===== src/rtl/uart_pkg.sv =====
// Shared UART definitions: shifter state encoding, default timing and frame constants.
// Both the transmitter and the receiver import this package.
package uart_pkg;

  typedef enum logic [1:0] {
    IDLE  = 2'd0,
    START = 2'd1,
    DATA  = 2'd2,
    STOP  = 2'd3
  } uart_state_e;

  localparam int unsigned DEFAULT_CLKS_PER_BIT = 868;  // 100 MHz / 115200 baud
  localparam int unsigned DEFAULT_STOP_BITS    = 1;
  localparam int unsigned DATA_BITS            = 8;

  localparam logic START_LEVEL = 1'b0;
  localparam logic STOP_LEVEL  = 1'b1;
  localparam logic IDLE_LEVEL  = 1'b1;

  // Cycles from the falling edge of the start bit to the end of the last stop bit.
  function automatic int unsigned frame_cycles(input int unsigned clks_per_bit,
                                               input int unsigned stop_bits);
    return (1 + DATA_BITS + stop_bits) * clks_per_bit;
  endfunction

endpackage


===== src/rtl/uart_bit_timer.sv =====
// Restartable per-bit cycle counter: counts 0..CLKS_PER_BIT-1 while enabled and wraps at each
// bit boundary; bit_end flags the last cycle of a bit.
module uart_bit_timer
  import uart_pkg::*;
#(
  parameter int unsigned CLKS_PER_BIT = DEFAULT_CLKS_PER_BIT
) (
  input  logic                            clk,
  input  logic                            reset,
  input  logic                            clear,
  input  logic                            enable,
  output logic [$clog2(CLKS_PER_BIT)-1:0] count,
  output logic                            bit_end
);

  localparam int unsigned CntW = $clog2(CLKS_PER_BIT);
  localparam logic [CntW-1:0] LastCount = CntW'(CLKS_PER_BIT - 1);

  logic [CntW-1:0] count_q, count_d;

  assign bit_end = (count_q == LastCount);
  assign count   = count_q;

  always_comb begin
    count_d = count_q;
    if (clear) begin
      count_d = '0;
    end else if (enable) begin
      count_d = bit_end ? '0 : count_q + 1'b1;
    end
  end

  always_ff @(posedge clk) begin
    if (reset) begin
      count_q <= '0;
    end else begin
      count_q <= count_d;
    end
  end

endmodule


===== src/rtl/uart_tx.sv =====
// UART transmitter: one-deep holding register feeding an 8N1/8N2 shifter, with registered line,
// busy and done outputs so frames can be streamed back-to-back.
module uart_tx
  import uart_pkg::*;
#(
  parameter int unsigned CLKS_PER_BIT = DEFAULT_CLKS_PER_BIT,
  parameter int unsigned STOP_BITS    = DEFAULT_STOP_BITS
) (
  input  logic       clk,
  input  logic       reset,
  input  logic       tx_valid,
  input  logic [7:0] tx_data,
  output logic       tx_ready,
  output logic       tx,
  output logic       busy,
  output logic       done
);

  localparam int unsigned CntW = $clog2(CLKS_PER_BIT);
  localparam logic [CntW-1:0] PreEndCount = CntW'(CLKS_PER_BIT - 2);
  localparam logic [2:0] LastIdx  = 3'(DATA_BITS - 1);
  localparam logic       StopLast = 1'(STOP_BITS - 1);

  uart_state_e     state_q, state_d;
  logic [2:0]      idx_q, idx_d;
  logic            stop_idx_q, stop_idx_d;
  logic [7:0]      shift_q, shift_d;
  logic [7:0]      hold_data_q, hold_data_d;
  logic            hold_full_q, hold_full_d;
  logic            ready_q, ready_d;
  logic            tx_q, tx_d;
  logic            busy_q, busy_d;
  logic            done_q, done_d;

  logic            accept;
  logic            load;
  logic            timer_clear;
  logic            timer_en;
  logic            bit_end;
  logic [CntW-1:0] count;

  uart_bit_timer #(
    .CLKS_PER_BIT(CLKS_PER_BIT)
  ) u_bit_timer (
    .clk    (clk),
    .reset  (reset),
    .clear  (timer_clear),
    .enable (timer_en),
    .count  (count),
    .bit_end(bit_end)
  );

  assign accept = tx_valid && ready_q;

  always_comb begin
    state_d     = state_q;
    idx_d       = idx_q;
    stop_idx_d  = stop_idx_q;
    load        = 1'b0;
    timer_clear = 1'b0;
    timer_en    = 1'b1;
    unique case (state_q)
      IDLE: begin
        timer_clear = 1'b1;
        timer_en    = 1'b0;
        if (hold_full_q) begin
          load    = 1'b1;
          state_d = START;
        end
      end
      START: begin
        if (bit_end) begin
          state_d = DATA;
          idx_d   = '0;
        end
      end
      DATA: begin
        if (bit_end) begin
          if (idx_q == LastIdx) begin
            state_d    = STOP;
            stop_idx_d = 1'b0;
          end else begin
            idx_d = idx_q + 3'd1;
          end
        end
      end
      STOP: begin
        if (bit_end) begin
          if (stop_idx_q == StopLast) begin
            stop_idx_d = 1'b0;
            // A byte already waiting goes straight into the next start bit.
            if (hold_full_q) begin
              load    = 1'b1;
              state_d = START;
            end else begin
              state_d = IDLE;
            end
          end else begin
            stop_idx_d = stop_idx_q + 1'b1;
          end
        end
      end
      default: state_d = IDLE;
    endcase
  end

  // Load and accept never coincide: accept needs ready, which is low whenever the hold is full.
  always_comb begin
    hold_full_d = hold_full_q;
    hold_data_d = hold_data_q;
    if (load) begin
      hold_full_d = 1'b0;
    end else if (accept) begin
      hold_full_d = 1'b1;
      hold_data_d = tx_data;
    end
    shift_d = load ? hold_data_q : shift_q;
    ready_d = !hold_full_d;
  end

  // Outputs are computed from next state so the registered values line up with the FSM.
  always_comb begin
    tx_d = IDLE_LEVEL;
    unique case (state_d)
      IDLE:    tx_d = IDLE_LEVEL;
      START:   tx_d = START_LEVEL;
      DATA:    tx_d = shift_d[idx_d];
      STOP:    tx_d = STOP_LEVEL;
      default: tx_d = IDLE_LEVEL;
    endcase
    busy_d = (state_d != IDLE);
    done_d = (state_q == STOP) && (stop_idx_q == StopLast) && (count == PreEndCount);
  end

  always_ff @(posedge clk) begin
    if (reset) begin
      state_q     <= IDLE;
      idx_q       <= '0;
      stop_idx_q  <= 1'b0;
      shift_q     <= '0;
      hold_data_q <= '0;
      hold_full_q <= 1'b0;
      ready_q     <= 1'b1;
      tx_q        <= IDLE_LEVEL;
      busy_q      <= 1'b0;
      done_q      <= 1'b0;
    end else begin
      state_q     <= state_d;
      idx_q       <= idx_d;
      stop_idx_q  <= stop_idx_d;
      shift_q     <= shift_d;
      hold_data_q <= hold_data_d;
      hold_full_q <= hold_full_d;
      ready_q     <= ready_d;
      tx_q        <= tx_d;
      busy_q      <= busy_d;
      done_q      <= done_d;
    end
  end

  assign tx_ready = ready_q;
  assign tx       = tx_q;
  assign busy     = busy_q;
  assign done     = done_q;

endmodule


===== config.mk =====
export PLATFORM = sky130hd
export DESIGN_NAME = uart_tx
export DESIGN_NICKNAME = d
export VERILOG_FILES = /design/src/rtl/uart_pkg.sv /design/src/rtl/uart_bit_timer.sv /design/src/rtl/uart_tx.sv
export SDC_FILE = /design/constraint.sdc
export NUM_CORES = 1
export LEC_CHECK = 0
export CAP_MARGIN = 20
export CORE_ASPECT_RATIO = 0.8
export CORE_UTILIZATION = 50
export DETAILED_ROUTE_END_ITERATION = 10
export GPL_TIMING_DRIVEN = 0
export MAX_ROUTING_LAYER = met4
export PLACE_DENSITY = 0.73
export SYNTH_ARGS = -nofsm -noshare
export SYNTH_HDL_FRONTEND = slang
export SYNTH_SLANG_ARGS = --single-unit

===== constraint.sdc =====
create_clock -name clk -period 2.79 [get_ports clk]
set_input_delay 0.558 -clock clk [delete_from_list [all_inputs] [get_ports clk]]
set_output_delay 0.558 -clock clk [all_outputs]
set_load 0.005 [all_outputs]

Yosys cells after proc, flatten, opt, wreduce, memory -nomap -nowiden

Cells that the tools add are included.

$add $sub $neg: 3
Magnitude comparators: 1
Eq/ne operators: 12
Multiplexer cells: 29
Bitwise logic cells: 2
Reductions and logical operators: 12

Operators by type and width:

| operator              | count |
|---|---|
| $eq 10x10->1 const B  | 2 |
| $mux 1                | 12 |
| $mux 2                | 6 |
| $add 10x1->10 const B | 1 |
| $mux 10               | 1 |
| $mux 3                | 3 |
| $eq 2x2->1 const B    | 4 |
| $mux 8                | 1 |
| $pmux 2 s4            | 1 |
| $pmux 3 s2            | 1 |
| $eq 2x1->1 const B    | 2 |
| $logic_not 2->1       | 2 |
| $lt 3x4->1 const B    | 1 |
| $ne 2x1->1 const B    | 2 |
| $pmux 1 s2            | 2 |
| $reduce_and 4->1      | 1 |
| $reduce_bool 2->1     | 2 |
| $reduce_or 2->1       | 2 |
| $add 3x1->3 const B   | 1 |
| $bmux 1 s3            | 1 |
| $eq 3x3->1 const B    | 1 |
| $logic_and 1x1->1     | 3 |
| $pmux 1 s3            | 1 |
| $ne 2x2->1 const B    | 1 |
| other kinds (4)       | 5 |

Flip-flop bits (word level): 37
Input port bits: 11
Output and inout bits: 4
Logic and storage cells: 70

Logic depth before layout (Yosys ltp)

Word-level depth: 8
Mapped depth: 11
Depth with buffers taken out: 11

Modules after synthesis

Synthesis repeated with hierarchy kept, for this count alone.

Cell total of the unflattened synthesis: 191
Area total of the unflattened synthesis: 1796.7 µm²

By module, submodules not included:

| module         | instances | cells an instance | area each (µm²) | sequential area each (µm²) |
|---|---|---|---|---|
| uart_tx        | 1         | 137               | 1305.0          | 520.5 |
| uart_bit_timer | 1         | 54                | 491.7           | 200.2 |

Worst setup path before layout

Ideal clock, no wire load.

Kind: register -> register
Start: reg u_bit_timer.count_q[2], in the netlist u_bit_timer.count[2]
End: reg tx_q, in the netlist tx
Library setup time: 122 ps
Data arrival time: 2741 ps
Required time: 2668 ps
Slack: -73 ps
Cell stages (with the launch flop): 8
Buffers on the path: 0
Clock period less this slack: 2863 ps
Cells stage by stage: dfxtp_1 or4_4 o311a_1 a211oi_4 mux4_1 mux2i_1 mux2i_1 a311o_1

Word-level cells in the longest chain between the ends: 7
Elaborated cells between the ends (all ways): 19
Those cells by class: eq/ne: 4; mux: 13; reduce/logical: 2

RTL lines:

| item                         | RTL line             | source |
|---|---|---|
| start: declaration           | uart_bit_timer.sv:19 | `logic [CntW-1:0] count_q, count_d;` |
| start signal: assignment     | uart_bit_timer.sv:37 | `count_q <= count_d;` |
| $eq 10x10->1 *               | uart_bit_timer.sv:21 | `assign bit_end = (count_q == LastCount);` |
| $mux 1                       | uart_tx.sv:88        | `if (bit_end) begin` |
| $pmux 1 s2                   | uart_tx.sv:62        | `unique case (state_q)` |
| $mux 8                       | uart_tx.sv:117       | `shift_d = load ? hold_data_q : shift_q;` |
| $bmux 1 s3                   | uart_tx.sv:127       | `DATA: tx_d = shift_d[idx_d];` |
| $mux 1 (implied by the code) | uart_tx.sv:127       |  |
| $pmux 1 s3 *                 | uart_tx.sv:124       | `unique case (state_d)` |
| end signal: assignment       | uart_tx.sv:155       | `tx_q <= tx_d;` |
| end: declaration             | uart_tx.sv:31        | `logic tx_q, tx_d;` |

Mark *: on every way between the ends. The rest lies on a longest branch, timed or not. The select of a mux whose other input is x is not followed.
A chain may end at the register's enable or synchronous reset.

Worst setup path after layout

Start: reg u_bit_timer.count_q[7], in the netlist u_bit_timer.count[7]
End: reg tx_q, in the netlist tx

The elaborated chain is that of the path after synthesis.

==> flow_summary.json <==
{
  "relSlewSlack_pct": 67.8,
  "routed_via_density": 5.48,
  "yosys.area.top_type": "dfxtp_1",
  "total_power_w": 0.00159,
  "yosys-top-cells-count": "dfxtp_1, nor2_1, mux2i_1",
  "fin_crit_ns": 2.75,
  "ctsHtreeMaxLevel": 2,
  "worstMarginPinSlew_ns": 0.483,
  "fill_cells": 257,
  "hp-class": "flop to flop",
  "rows": 19,
  "path_buf_inv": 1,
  "ys_ff_latch": 36,
  "status": "finished, final reports clean",
  "drive_gt1_share_pct": 21.4,
  "grt_max_degree": 12,
  "cts_made_buffers": 5,
  "finalSetupViolCount": 0,
  "fin_util_pct": 64.2,
  "start_util_pct": 52.4,
  "arrival_ns": 2.93,
  "max-cap-violations": 0,
  "grt_use_total_pct": 20.3,
  "clk_pin_slew_worst_paths_ns": 0.07,
  "holdBufCountCts": 0,
  "routedWlPerCell_um": 14.4,
  "stdcell_count": 248,
  "synth_most_common_cell": "dfxtp_1",
  "clkSinkCount": 36,
  "cts_tree": "done",
  "ir_worst_vdd_mv": 0.505,
  "drt-total-wl_mm": 3.57,
  "cts_root_buf": "clkbuf_8",
  "stdcell_area_um2": 2210,
  "grt.overflow.total": 0,
  "cp.required_ns": 2.97,
  "syn_nets": 201,
  "slowest_stage": "or4_4",
  "cp_cell_sequence": "or4_4, o311a_4, a211oi_4, buf_6, mux4_2, mux2i_1, mux2i_1, a311o_1",
  "path_class": "flop to flop",
  "ios": 15,
  "antennaDiodeCount": 0,
  "rsz0062_at_grt": "true",
  "syn_area_um2": 1810,
  "antenna_found_initial": 0,
  "cts_buffer_depth": 2,
  "clock.fmax_mhz": 364,
  "multi_input_comb_area_um2": 1070,
  "synth_edf_count": 0,
  "first_pass_iters": 4,
  "ant_nets": 0,
  "slew_violations": 0,
  "cp_slowest_stage_delay_ns": 0.54,
  "async_reset_ff_share_pct": 0,
  "die-area_um2": 3860,
  "grt_pass1_wl_mm": 5.98,
  "yosysUniqueCellTypes": 40,
  "portBuffers": 13,
  "drt_iter0_drc": 51,
  "register_area_um2": 737,
  "crit_family": "compound AO/OA/AOI/OAI gates",
  "finalNetCount": 227,
  "die_w_um": 69.2,
  "yosys_warnings": 0,
  "start_kind": "flop",
  "die_h_um": 55.7,
  "via_count": 1358,
  "drc": 0,
  "synth_ff_type": "dfxtp_1",
  "yosysSeqAreaShare_pct": 39.9,
  "place_ws_ns": -0.226,
  "fin_ws_ns": 0.0395,
  "synth_top_area_share_pct": 39.9,
  "path_common_cell": "mux2i_1",
  "grt_pass1_vias": 1302,
  "gp_congestion": 0.825,
  "post_dp_cell_area_um2": 1970,
  "synth_area_leaders": "dfxtp_1, mux2i_1, ha_1, nor2_1, mux4_1",
  "core_area_um2": 3450,
  "fin_crit_sh_pct": 98.6,
  "powerDensity_nw_per_um2": 718,
  "p_leak_nw": 0.857,
  "syn_inst": 179,
  "areaGrowthSynthToFinish_pct": 22.7,
  "dp_cells": 234,
  "avgSynthCellArea_um2": 10.1,
  "endpoint_kind": "flop",
  "finClkSkew_ns": 0.00506,
  "hold_violations": 0,
  "crit_fanout": 3,
  "insertion_delay_ns": 0.29,
  "dpl.hpwl_mm": 2.50
}
-- routing by layer --
layer  global-route usage [%]  part of all wire (%)  vias up
li1                         -                     -      679
met3                     6.70                   4.2        6
met5                        -                     0        -
met1                     25.0                    48      651
met2                     31.5                    47       22
met4                     6.71                   1.1        0
-- worst reg2reg max path: stages (launching register included) --
cell and delay [ns]:
dfxtp_4 0.34, or4_4 0.54, o311a_4 0.33, a211oi_4 0.26, buf_6 0.15, mux4_2 0.50, mux2i_1 0.15, mux2i_1 0.09
a311o_1 0.27
-- logic make-up (layout without fill, tap and decap cells) --
| family | after synthesis | count (layout) | synth area share, % |
|---|---|---|---|
| AND/OR/NAND/NOR | 64 | 64 | 18.4 |
| flip-flops | 36 | 36 | 39.9 |
| multiplexers | 24 | 24 | 16.9 |
| AO/OA/AOI/OAI | 20 | 20 | 9.84 |
| buffers and inverters | 16 | 43 | 3.47 |
| adder cells (fa/ha/maj) | 11 | 11 | 7.62 |
| XOR/XNOR | 8 | 8 | 3.88 |
-- metrics by stage --
step | hold slack [ns] | TNS (ns)
6_report | 0.449 | 0
5_1_grt | 0.462 | -0.0342
4_1_cts | 0.505 | -0.00910
3_5_place_dp | 0.460 | -0.226
3_3_place_gp | 0.438 | -0.192
2_1_floorplan | 0.430 | 0
-- final timing paths --
check                                       endpoint                  from  slack (ns)  depth (start not counted)
worst max-delay path                              tx  u_bit_timer.count[7]        0.04                          8
worst min-delay path            u_bit_timer.count[0]  u_bit_timer.count[0]        0.45                          1
worst max register to register                    tx  u_bit_timer.count[7]        0.04                          8
worst min register to register  u_bit_timer.count[0]  u_bit_timer.count[0]        0.45                          1
-- cell type report --
| cell class | instances | share of cell area, % |
|---|---|---|
| multi-input cells | 127 | 48.4 |
| flip-flops and latches | 36 | 33.3 |
| repair buffers | 19 | 8.25 |
| clock buffers | 6 | 3.28 |
| well taps | 42 | 2.37 |
| clock inverters | 2 | 1.58 |
| inverters | 9 | 1.53 |
| plain buffers | 7 | 1.30 |
-- state kept, by name, indices dropped and copies added, names as in the netlist --
name               count
done                   1
state_q                2
tx_ready               1
shift_q                8
hold_full_q            1
idx_q                  3
hold_data_q            8
busy                   1
u_bit_timer.count     10
tx                     1
-- layout by cell type, fill, tap and decap left out, types with 2 or more instances in the layout --
| cell type | count |
|---|---|
| nor2b_1 | 2 |
| clkbuf_1 | 6 |
| dfxtp_4 | 3 |
| dfxtp_2 | 4 |
| buf_4 | 4 |
| a21oi_1 | 3 |
| nand3b_1 | 2 |
| buf_2 | 2 |
| nor3_1 | 2 |
| mux2i_1 | 20 |
| or3_1 | 2 |
| ha_4 | 2 |
| nand3_1 | 3 |
| clkdlybuf4s50_1 | 13 |
| nor4_4 | 2 |
| inv_1 | 9 |
| mux4_2 | 4 |
| buf_6 | 2 |
| xor2_1 | 2 |
| nor4_1 | 3 |
| nand2_1 | 6 |
| clkbuf_8 | 5 |
| xnor2_1 | 6 |
| a31o_2 | 2 |
| nor2_1 | 35 |
| ha_1 | 8 |
| o21ai_0 | 2 |
| dfxtp_1 | 29 |
-- repair_timing --
| action | in CTS | in global routing |
|---|---|---|
| setup buffers | 5 | 1 |
| pin swaps | 4 | 3 |
| endpoints found under the setup margin | 2 | 8 |
| gates resized for setup | 12 | 11 |
-- power by group --
part / switching [W] / total [W] / internal, W
registers: 0.0000492 / 0.000628 / 0.000578
logic: 0.000259 / 0.000508 / 0.000248
clock network: 0.000190 / 0.000455 / 0.000265
total: 0.000499 / 0.00159 / 0.00109
No activity file was read; power rests on OpenSTA's default activity.
